### src/rtl/arb_req_ctrl.sv
// Per-channel job queue + request/transfer sequencer in front of an external arbiter.
// Each channel queues job lengths, requests the bus, counts granted beats and releases for one cycle.
module arb_req_ctrl #(
   parameter int NUM_REQ    = 3,
   parameter int LEN_W      = 4,
   parameter int FIFO_DEPTH = 4
) (
   input  logic                     clk,
   input  logic                     rst_n,
   input  logic [NUM_REQ-1:0]       job_push,
   input  logic [NUM_REQ*LEN_W-1:0] job_len,
   output logic [NUM_REQ-1:0]       job_full,
   output logic [NUM_REQ-1:0]       req,
   input  logic [NUM_REQ-1:0]       grant,
   output logic [NUM_REQ-1:0]       beat,
   output logic [NUM_REQ-1:0]       busy,
   output logic [NUM_REQ-1:0]       done,
   output logic                     grant_err
);

   // state  | meaning
   // S_IDLE | no request; waits for a queued job
   // S_REQ  | request raised, job length latched, waiting for first beat
   // S_XFER | transfer in progress, counts granted beats (pauses on grant loss)
   // S_REL  | request dropped for one cycle so the arbiter can rotate
   typedef enum logic [1:0] {S_IDLE, S_REQ, S_XFER, S_REL} state_t;

   localparam int PW = (FIFO_DEPTH > 1) ? $clog2(FIFO_DEPTH) : 1;
   localparam int CW = $clog2(FIFO_DEPTH + 1);
   localparam int BW = LEN_W + 1;

   logic               multi_hot;
   logic               stray;
   logic [NUM_REQ-1:0] beat_ok;

   assign multi_hot = |(grant & (grant - NUM_REQ'(1)));
   assign stray     = |(grant & ~req);
   assign beat      = grant & req;
   // a multi-hot grant is ambiguous, so nobody counts a beat that cycle
   assign beat_ok   = beat & {NUM_REQ{~multi_hot}};

   always_ff @(posedge clk or negedge rst_n) begin
      if (!rst_n) grant_err <= 1'b0;
      else        grant_err <= multi_hot | stray;
   end

   for (genvar i = 0; i < NUM_REQ; i++) begin : g_ch
      state_t            state;
      logic [LEN_W-1:0]  mem [FIFO_DEPTH];
      logic [PW-1:0]     wr_ptr;
      logic [PW-1:0]     rd_ptr;
      logic [CW-1:0]     count;
      logic [LEN_W-1:0]  len;
      logic [BW-1:0]     cnt;
      logic              req_r;
      logic              busy_r;
      logic              done_r;
      logic              last_beat;
      logic              pop;
      logic              push_ok;
      logic              full;

      // cnt is 0 in S_REQ, so one compare covers both the first and later beats
      assign last_beat = beat_ok[i] && (cnt == {1'b0, len});
      assign pop       = (state == S_REQ || state == S_XFER) && last_beat;
      assign full      = (count == CW'(FIFO_DEPTH));
      assign push_ok   = job_push[i] && (!full || pop);

      assign job_full[i] = full;
      assign req[i]      = req_r;
      assign busy[i]     = busy_r;
      assign done[i]     = done_r;

      always_ff @(posedge clk) begin
         if (push_ok) mem[wr_ptr] <= job_len[i*LEN_W +: LEN_W];
      end

      always_ff @(posedge clk or negedge rst_n) begin
         if (!rst_n) begin
            wr_ptr <= '0;
            rd_ptr <= '0;
            count  <= '0;
         end else begin
            if (push_ok)
               wr_ptr <= (wr_ptr == PW'(FIFO_DEPTH - 1)) ? '0 : wr_ptr + PW'(1);
            if (pop)
               rd_ptr <= (rd_ptr == PW'(FIFO_DEPTH - 1)) ? '0 : rd_ptr + PW'(1);
            if (push_ok && !pop)      count <= count + CW'(1);
            else if (!push_ok && pop) count <= count - CW'(1);
         end
      end

      always_ff @(posedge clk or negedge rst_n) begin
         if (!rst_n) begin
            state  <= S_IDLE;
            len    <= '0;
            cnt    <= '0;
            req_r  <= 1'b0;
            busy_r <= 1'b0;
            done_r <= 1'b0;
         end else begin
            done_r <= 1'b0;
            case (state)
               S_IDLE: begin
                  if (count != '0) begin
                     state <= S_REQ;
                     req_r <= 1'b1;
                     len   <= mem[rd_ptr];
                     cnt   <= '0;
                  end
               end
               S_REQ: begin
                  if (beat_ok[i]) begin
                     cnt <= BW'(1);
                     if (last_beat) begin
                        state  <= S_REL;
                        req_r  <= 1'b0;
                        done_r <= 1'b1;
                     end else begin
                        state  <= S_XFER;
                        busy_r <= 1'b1;
                     end
                  end
               end
               S_XFER: begin
                  if (beat_ok[i]) begin
                     cnt <= cnt + BW'(1);
                     if (last_beat) begin
                        state  <= S_REL;
                        req_r  <= 1'b0;
                        busy_r <= 1'b0;
                        done_r <= 1'b1;
                     end
                  end
               end
               default: begin
                  state <= S_IDLE;
               end
            endcase
         end
      end
   end

endmodule

### config.mk
export PLATFORM = sky130hd
export DESIGN_NAME = arb_req_ctrl
export DESIGN_NICKNAME = d
export VERILOG_FILES = /design/src/rtl/arb_req_ctrl.sv
export SDC_FILE = /design/constraint.sdc
export NUM_CORES = 1
export LEC_CHECK = 0
export ABC_AREA = 1
export ABC_CLOCK_PERIOD_IN_PS = 6000
export BUFFER_PORTS_ARGS = -buffer_cell sky130_fd_sc_hd__buf_2
export CORE_MARGIN = 2
export CORE_UTILIZATION = 60
export DETAILED_ROUTE_END_ITERATION = 8
export HOLD_SLACK_MARGIN = 0.08
export PLACE_DENSITY = 0.8
export SYNTH_ARGS = -nofsm -noshare
export SYNTH_HDL_FRONTEND = slang
export SYNTH_SLANG_ARGS = --single-unit
### constraint.sdc
create_clock -name clk -period 6 [get_ports clk]
set_clock_uncertainty 0.05 [all_clocks]
set_input_delay 0.9 -clock clk [delete_from_list [all_inputs] [get_ports clk]]
set_output_delay 0.9 -clock clk [all_outputs]
set_load 0.03 [all_outputs]
* Yosys cells after proc, flatten, opt, wreduce, memory -nomap -nowiden
Memories as Yosys holds them, arrays and structs flattened. A register that Yosys moved wholly into a read port is not among the register bits.
Cells that the tools add are included.
** Operators by class
- Bitwise gates (word level) :: 7
- Reductions and logical operators :: 71
- $add $sub $neg :: 16
- Eq/ne operators :: 39
- Muxes and demuxes :: 78
** Operator list (number)
- $mux 5 :: 9
- $pmux 5 s3 :: 3
- $mux 2 :: 18
- $reduce_and 4->1 :: 9
- $mux 1 :: 33
- $ne 2x2->1 const B :: 15
- $eq 2x2->1 const B :: 9
- $mux 3 :: 6
- $pmux 2 s3 :: 3
- $reduce_bool 2->1 :: 9
- $reduce_bool 3->1 :: 6
- $add 5x1->5 const B :: 3
- $eq 5x4->1 :: 3
- $logic_and 1x1->1 :: 15
- $reduce_and 5->1 :: 3
- $add 2x1->2 const B :: 6
- $and 3x3->3 :: 4
- $logic_not 1->1 :: 12
- $ne 2x1->1 const B :: 6
- $pmux 1 s2 :: 6
- $sub 3x1->3 const B :: 4
- $add 3x1->3 const B :: 3
- $eq 3x3->1 const B :: 3
- $eq 2x1->1 const B :: 3
- 8 further kinds :: 20
** Storage, ports and cells
- RAM bits :: 48
- Output and inout bits :: 16
- Logic and storage cells :: 239
- Input port bits :: 20
- Register bits :: 52
- Memories kept :: 3
** Memories
- g_ch[0].mem :: depth 4, bits a word 4, rd ports 1, clocked after memory_dff 1, write ports 1, line 49 : logic [LEN_W-1:0] mem [FIFO_DEPTH];
- g_ch[1].mem :: depth 4, bits a word 4, rd ports 1, clocked after memory_dff 1, write ports 1, line 49
- g_ch[2].mem :: depth 4, bits a word 4, rd ports 1, clocked after memory_dff 1, write ports 1, line 49

* Depth between registers and ports, before layout
- Depth in word-level cells :: 13
- Depth in mapped cells :: 16

* Worst setup path after synthesis
OpenSTA, ideal clock, no wires.
- Path type :: in2reg
- From :: input grant[2]
- To :: register g_ch[2].count[2]
- Slack :: 3149 ps
- Buffers on the path :: 0
- Cell stages on the path :: 14
- Data required time :: 5819 ps
- Data arrival time :: 2670 ps
- Library setup time :: 131 ps
- Cell sequence :: nand2_1 -> inv_1 -> nand2_2 -> nor2_2 -> nand3_2 -> nand2_2 -> nand2_4 -> inv_1 -> ha_1 -> inv_1 -> fa_1 -> a21oi_1 -> o21ai_0 -> xor2_1
** RTL lines
- start, declared :: line 14 : input logic [NUM_REQ-1:0] grant,
- $and 3x3->3 * :: line 38 : assign beat = grant & req;
- net beat[2] :: line 15 : output logic [NUM_REQ-1:0] beat,
- $and 3x3->3 * :: line 40 : assign beat_ok = beat & {NUM_REQ{~multi_hot}};
- $logic_and 1x1->1 * :: line 64 : assign last_beat = beat_ok[i] && (cnt == {1'b0, len});
- $logic_and 1x1->1 * :: line 65 : assign pop = (state == S_REQ || state == S_XFER) && last_beat;
- $logic_or 1x1->1 * :: line 67 : assign push_ok = job_push[i] && (!full || pop);
- $logic_and 1x1->1 * :: line 67
- net g_ch[2].push_ok :: line 60 : logic push_ok;
- $logic_not 1->1 :: line 89 : else if (!push_ok && pop) count <= count - CW'(1);
- $logic_and 1x1->1 :: line 89
- $reduce_bool 2->1 (no line)
- end signal, assigned :: line 88 : if (push_ok && !pop) count <= count + CW'(1);
- end signal, assigned :: line 89
- end, declared :: line 52 : logic [CW-1:0] count;
The timed path passes the listed nets; every way through them passes the cells marked *.
A chain may end at the register's enable or synchronous reset.

* Worst setup path after layout
- From :: input grant[1]
- To :: register g_ch[0].count[2]
** Between the ends
- Word-level cells in the longest chain between the ends :: 12
** Ends and longest elaborated chain
- $sub 3x1->3 :: line 36 : assign multi_hot = |(grant & (grant - NUM_REQ'(1)));
- $and 3x3->3 * :: line 36
- $reduce_or 3->1 * :: line 36
- $not 1->1 * :: line 40
- $and 3x3->3 * :: line 40
- $logic_and 1x1->1 * :: line 64
- $logic_and 1x1->1 * :: line 65
- $logic_or 1x1->1 * :: line 67
- $logic_and 1x1->1 * :: line 67
- net g_ch[0].push_ok :: line 60
- $logic_not 1->1 :: line 89
- $logic_and 1x1->1 :: line 89
- $reduce_bool 2->1 (no line)
- end signal, assigned :: line 88
- end signal, assigned :: line 89
- end, declared :: line 52
Marked as above.

==> results by group <==
Synth
  – Prevailing post-synth register cell: dfrtp_1
  – Post-synthesis cell area: just under 6000 um2
  – Mapped Avg Cell Area: around 9.3 um2
  – Yosys reg bits: roughly 110
  – Post-synth EDFFs: 48
  – Sequential area share after synthesis: 52.1%
  – Yosys warns: 0
  – Asr flop ratio synth: around 57%
  – Mapped Nets: around 690
  – Netlist cell types: 37
  – Syn Inst Count: between 600 and 700

Global route
  – Global-route wire length before repair: approximately 19000 um
  – Vias in the first global route: between 4000 and 5000
  – Largest net degree at the start of global routing: between 60 and 70
  – Gr ovfl total: 0
  – Gr usage total: between 20% and 30%
  – Initial antenna violation count: 0

Setup path
  – R2R cell count: 12
  – Critical R2R Launch: g_ch[2].state[1]
  – Worst path max stage delay: between 0.3 and 0.4 ns
  – Reg-to-reg slack, setup: 3.41 ns
  – Crit path max-delay family: simple AND/OR/NAND/NOR gates
  – Max FO, Critical Path: 7
  – Reg-to-Reg End: g_ch[2].count[2]
  – CP Cell Sequence: buf_2 > inv_1 > nand4_4 > nor2_4 > nand3_4 > nand2_4 > nand2_4 > inv_1 > ha_1 > inv_1 > fa_1 > a21oi_1 > o21ai_0 > xor2_1
  – CP Data Arrival Time: approximately 2.9 ns
  – Cell mode on critical path: inv_1
  – Startpoint types: primary input
  – Crit-path slowest cell: fa_1
  – Critical path data required time: around 6.2 ns
  – CP Buf/Inv Count: 4
  – WS Path Type: in2reg
  – Crit end category: flop

Die
  – Die Span Y: 103 um
  – # rows: 36
  – I/O pin cnt: 36
  – Initial Util: about three fifths
  – Placeable Area: 9590 um2
  – Die footprint: around 11000 um2
  – Die width: between 100 and 150 um

Timing
  – RSZ-0062 raised after global routing: no
  – Slew Viols, Final: 0
  – Worst-Margin Slew: ~0.82 ns
  – Slew HR: around 45%
  – Setup TNS: 0 ns
  – Final setup fails: 0
  – Fmax: around 370 MHz
  – Minimum clock period: ~2.7 ns
  – Final hold vios: 0
  – Final WS setup: ~3.3 ns
  – Fraction of the cycle the final worst path needs: 44.7%

Detailed routing
  – Vias post-DR: between 4000 and 5000
  – Vias per cell: roughly 5.3
  – Routed length per placed instance: about 14 um
  – 1st-iter DRT viols: 207
  – Routed WL: 11300 um
  – Final antenna-violating net count: 0
  – Router iterations before antenna repair: 5
  – DRC Markers: 0

Status
  – Status: completed

Min path
  – Hold wc startpoint: g_ch[2].busy_r
  – HP Class: reg2reg
  – Worst Hold Depth: 2
  – Worst hold endpoint: g_ch[2].busy_r

Pwr
  – Static leakage: 2.86 nW
  – Peak supply drop: 205 uV
  – Pwr dens: 410 nW/um2

CTS
  – Post-CTS sizing: 0
  – H-tree lvl count: 3
  – CTS root buffer: clkbuf_8
  – Hold_buf cts: 0
  – TritonCTS Buffers: 9
  – Clock sinks: 112
  – Clock Tree Buf Depth: 2
  – Clock transition at path regs: approximately 0.1 ns
  – Setup Buffers After CTS: 0
  – Worst-skew pair later-pin latency: between 0.3 and 0.4 ns
  – CTS tree: built

Placement
  – Detailed placement HPWL: 8310 um
  – PortBufs: 35
  – GPL Wtd Cong: 0.820
  – Pre-CTS setup slack: 2.91 ns

Layout
  – Nets@finish: approximately 720
  – Layout cell share with drive strength beyond 1: between 10% and 20%
  – # fillers: 739
  – ANT cells: 0
  – Area grow syn2layout: 7.37%

Job
  – Maxcap violations: 0
-- report_power, final --
part           internal (mW)  total, mW  switching (mW)
registers              0.995       1.13           0.140
logic                  0.329      0.968           0.640
clock network          0.200      0.466           0.266
total                   1.52       2.57            1.05
-- per-layer routing --
layer	share of wire [%]	track usage [%]
met3	4.2	2.78
met1	43	30.1
met5	0	0
met2	51	39.3
met4	2.1	9.95
-- worst max path at each step --
| stage | from | endpoint | slack (ns) | depth (start not counted) |
|---|---|---|---|---|
| final | grant[1] | g_ch[0].count[2] | 3.32 | 14 |
| after global routing | grant[1] | g_ch[0].count[2] | 3.11 | 14 |
| after CTS | grant[1] | g_ch[0].count[2] | 3.33 | 14 |
| after detailed placement | grant[1] | g_ch[0].count[2] | 2.91 | 14 |
| after global placement | grant[1] | g_ch[0].count[2] | 3.00 | 14 |
| after floorplan | grant[2] | g_ch[2].count[2] | 3.15 | 14 |
-- cell usage in the layout, fill, tap and decap left out, types with 16 or more instances in the layout --
cell type  synthesis  final
nand2_1          107    107
inv_1            105    105
dfrtp_1           64     64
o21ai_0           63     63
nor2_1            59     59
edfxtp_1          48     48
buf_2              4     35
ha_1              33     33
nand3_1           30     30
a21oi_1           19     19
o22ai_1           16     16
-- flip-flops by register name, indices dropped and copies added (netlist names), 6 cells and up --
name	cells
g_ch.mem	48
g_ch.cnt	15
g_ch.len	12
g_ch.count	9
g_ch.rd_ptr	6
g_ch.state	6
g_ch.wr_ptr	6
-- area by class of cell --
cell class                 instances  area [um2]  area share, %
multi-input combinational        395        2280           36.3
inverter                         106         398           6.34
timing repair buffer              36         183           2.91
sequential                       112        3040           48.5
clock buffer                      10         128           2.03
tap                              133         166           2.65
clock inverter                     6        75.1           1.20
-- cells in the mapped netlist, types with 3 or more instances --
master	count	area, um2
nand2_1	107	402
nand3_1	30	150
fa_1	3	60.1
dfrtp_1	64	1600
buf_2	4	20.0
nand2_4	5	56.3
nand3_2	3	30.0
xor2_1	5	43.8
nor3_1	6	30.0
nor2_2	5	31.3
nand2_2	4	25.0
nor2_1	59	221
ha_1	33	413
inv_1	105	394
xnor2_1	3	26.3
o22ai_1	16	100
o21ai_1	3	15.0
a21oi_1	19	95.1
o21ai_0	63	315
edfxtp_1	48	1440
nand4_1	12	75.1
buf_4	12	90.1
a31oi_1	3	18.8
-- logic make-up (layout without fill, tap and decap cells) --
group	Yosys count	after routing	synth area share, %
XOR/XNOR	8	8	1.20
adder cells (fa/ha/maj)	36	36	8.10
buffers and inverters	123	158	8.89
flip-flops	112	112	52.1
AO/OA/AOI/OAI	109	109	10.1
AND/OR/NAND/NOR	242	242	19.6
-- per-stage QoR --
step	util, %	power, mW	hold WS [ns]	instances	instance area [um2]
after floorplan	-	1.87	0.393	630	5840
after global placement	63.3	2.04	0.405	782	6070
after detailed placement	63.3	2.11	0.407	782	6070
after CTS	65.4	2.58	0.433	798	6270
after global routing	65.4	2.78	0.444	798	6270
final	65.4	2.57	0.438	798	6270
-- tightest hold or removal path, stage by stage, from the launching register on --
cell and delay, ns:
dfrtp_1 0.36, nand2_1 0.05, nand2_1 0.05
Power figures use the tool's default switching activity.
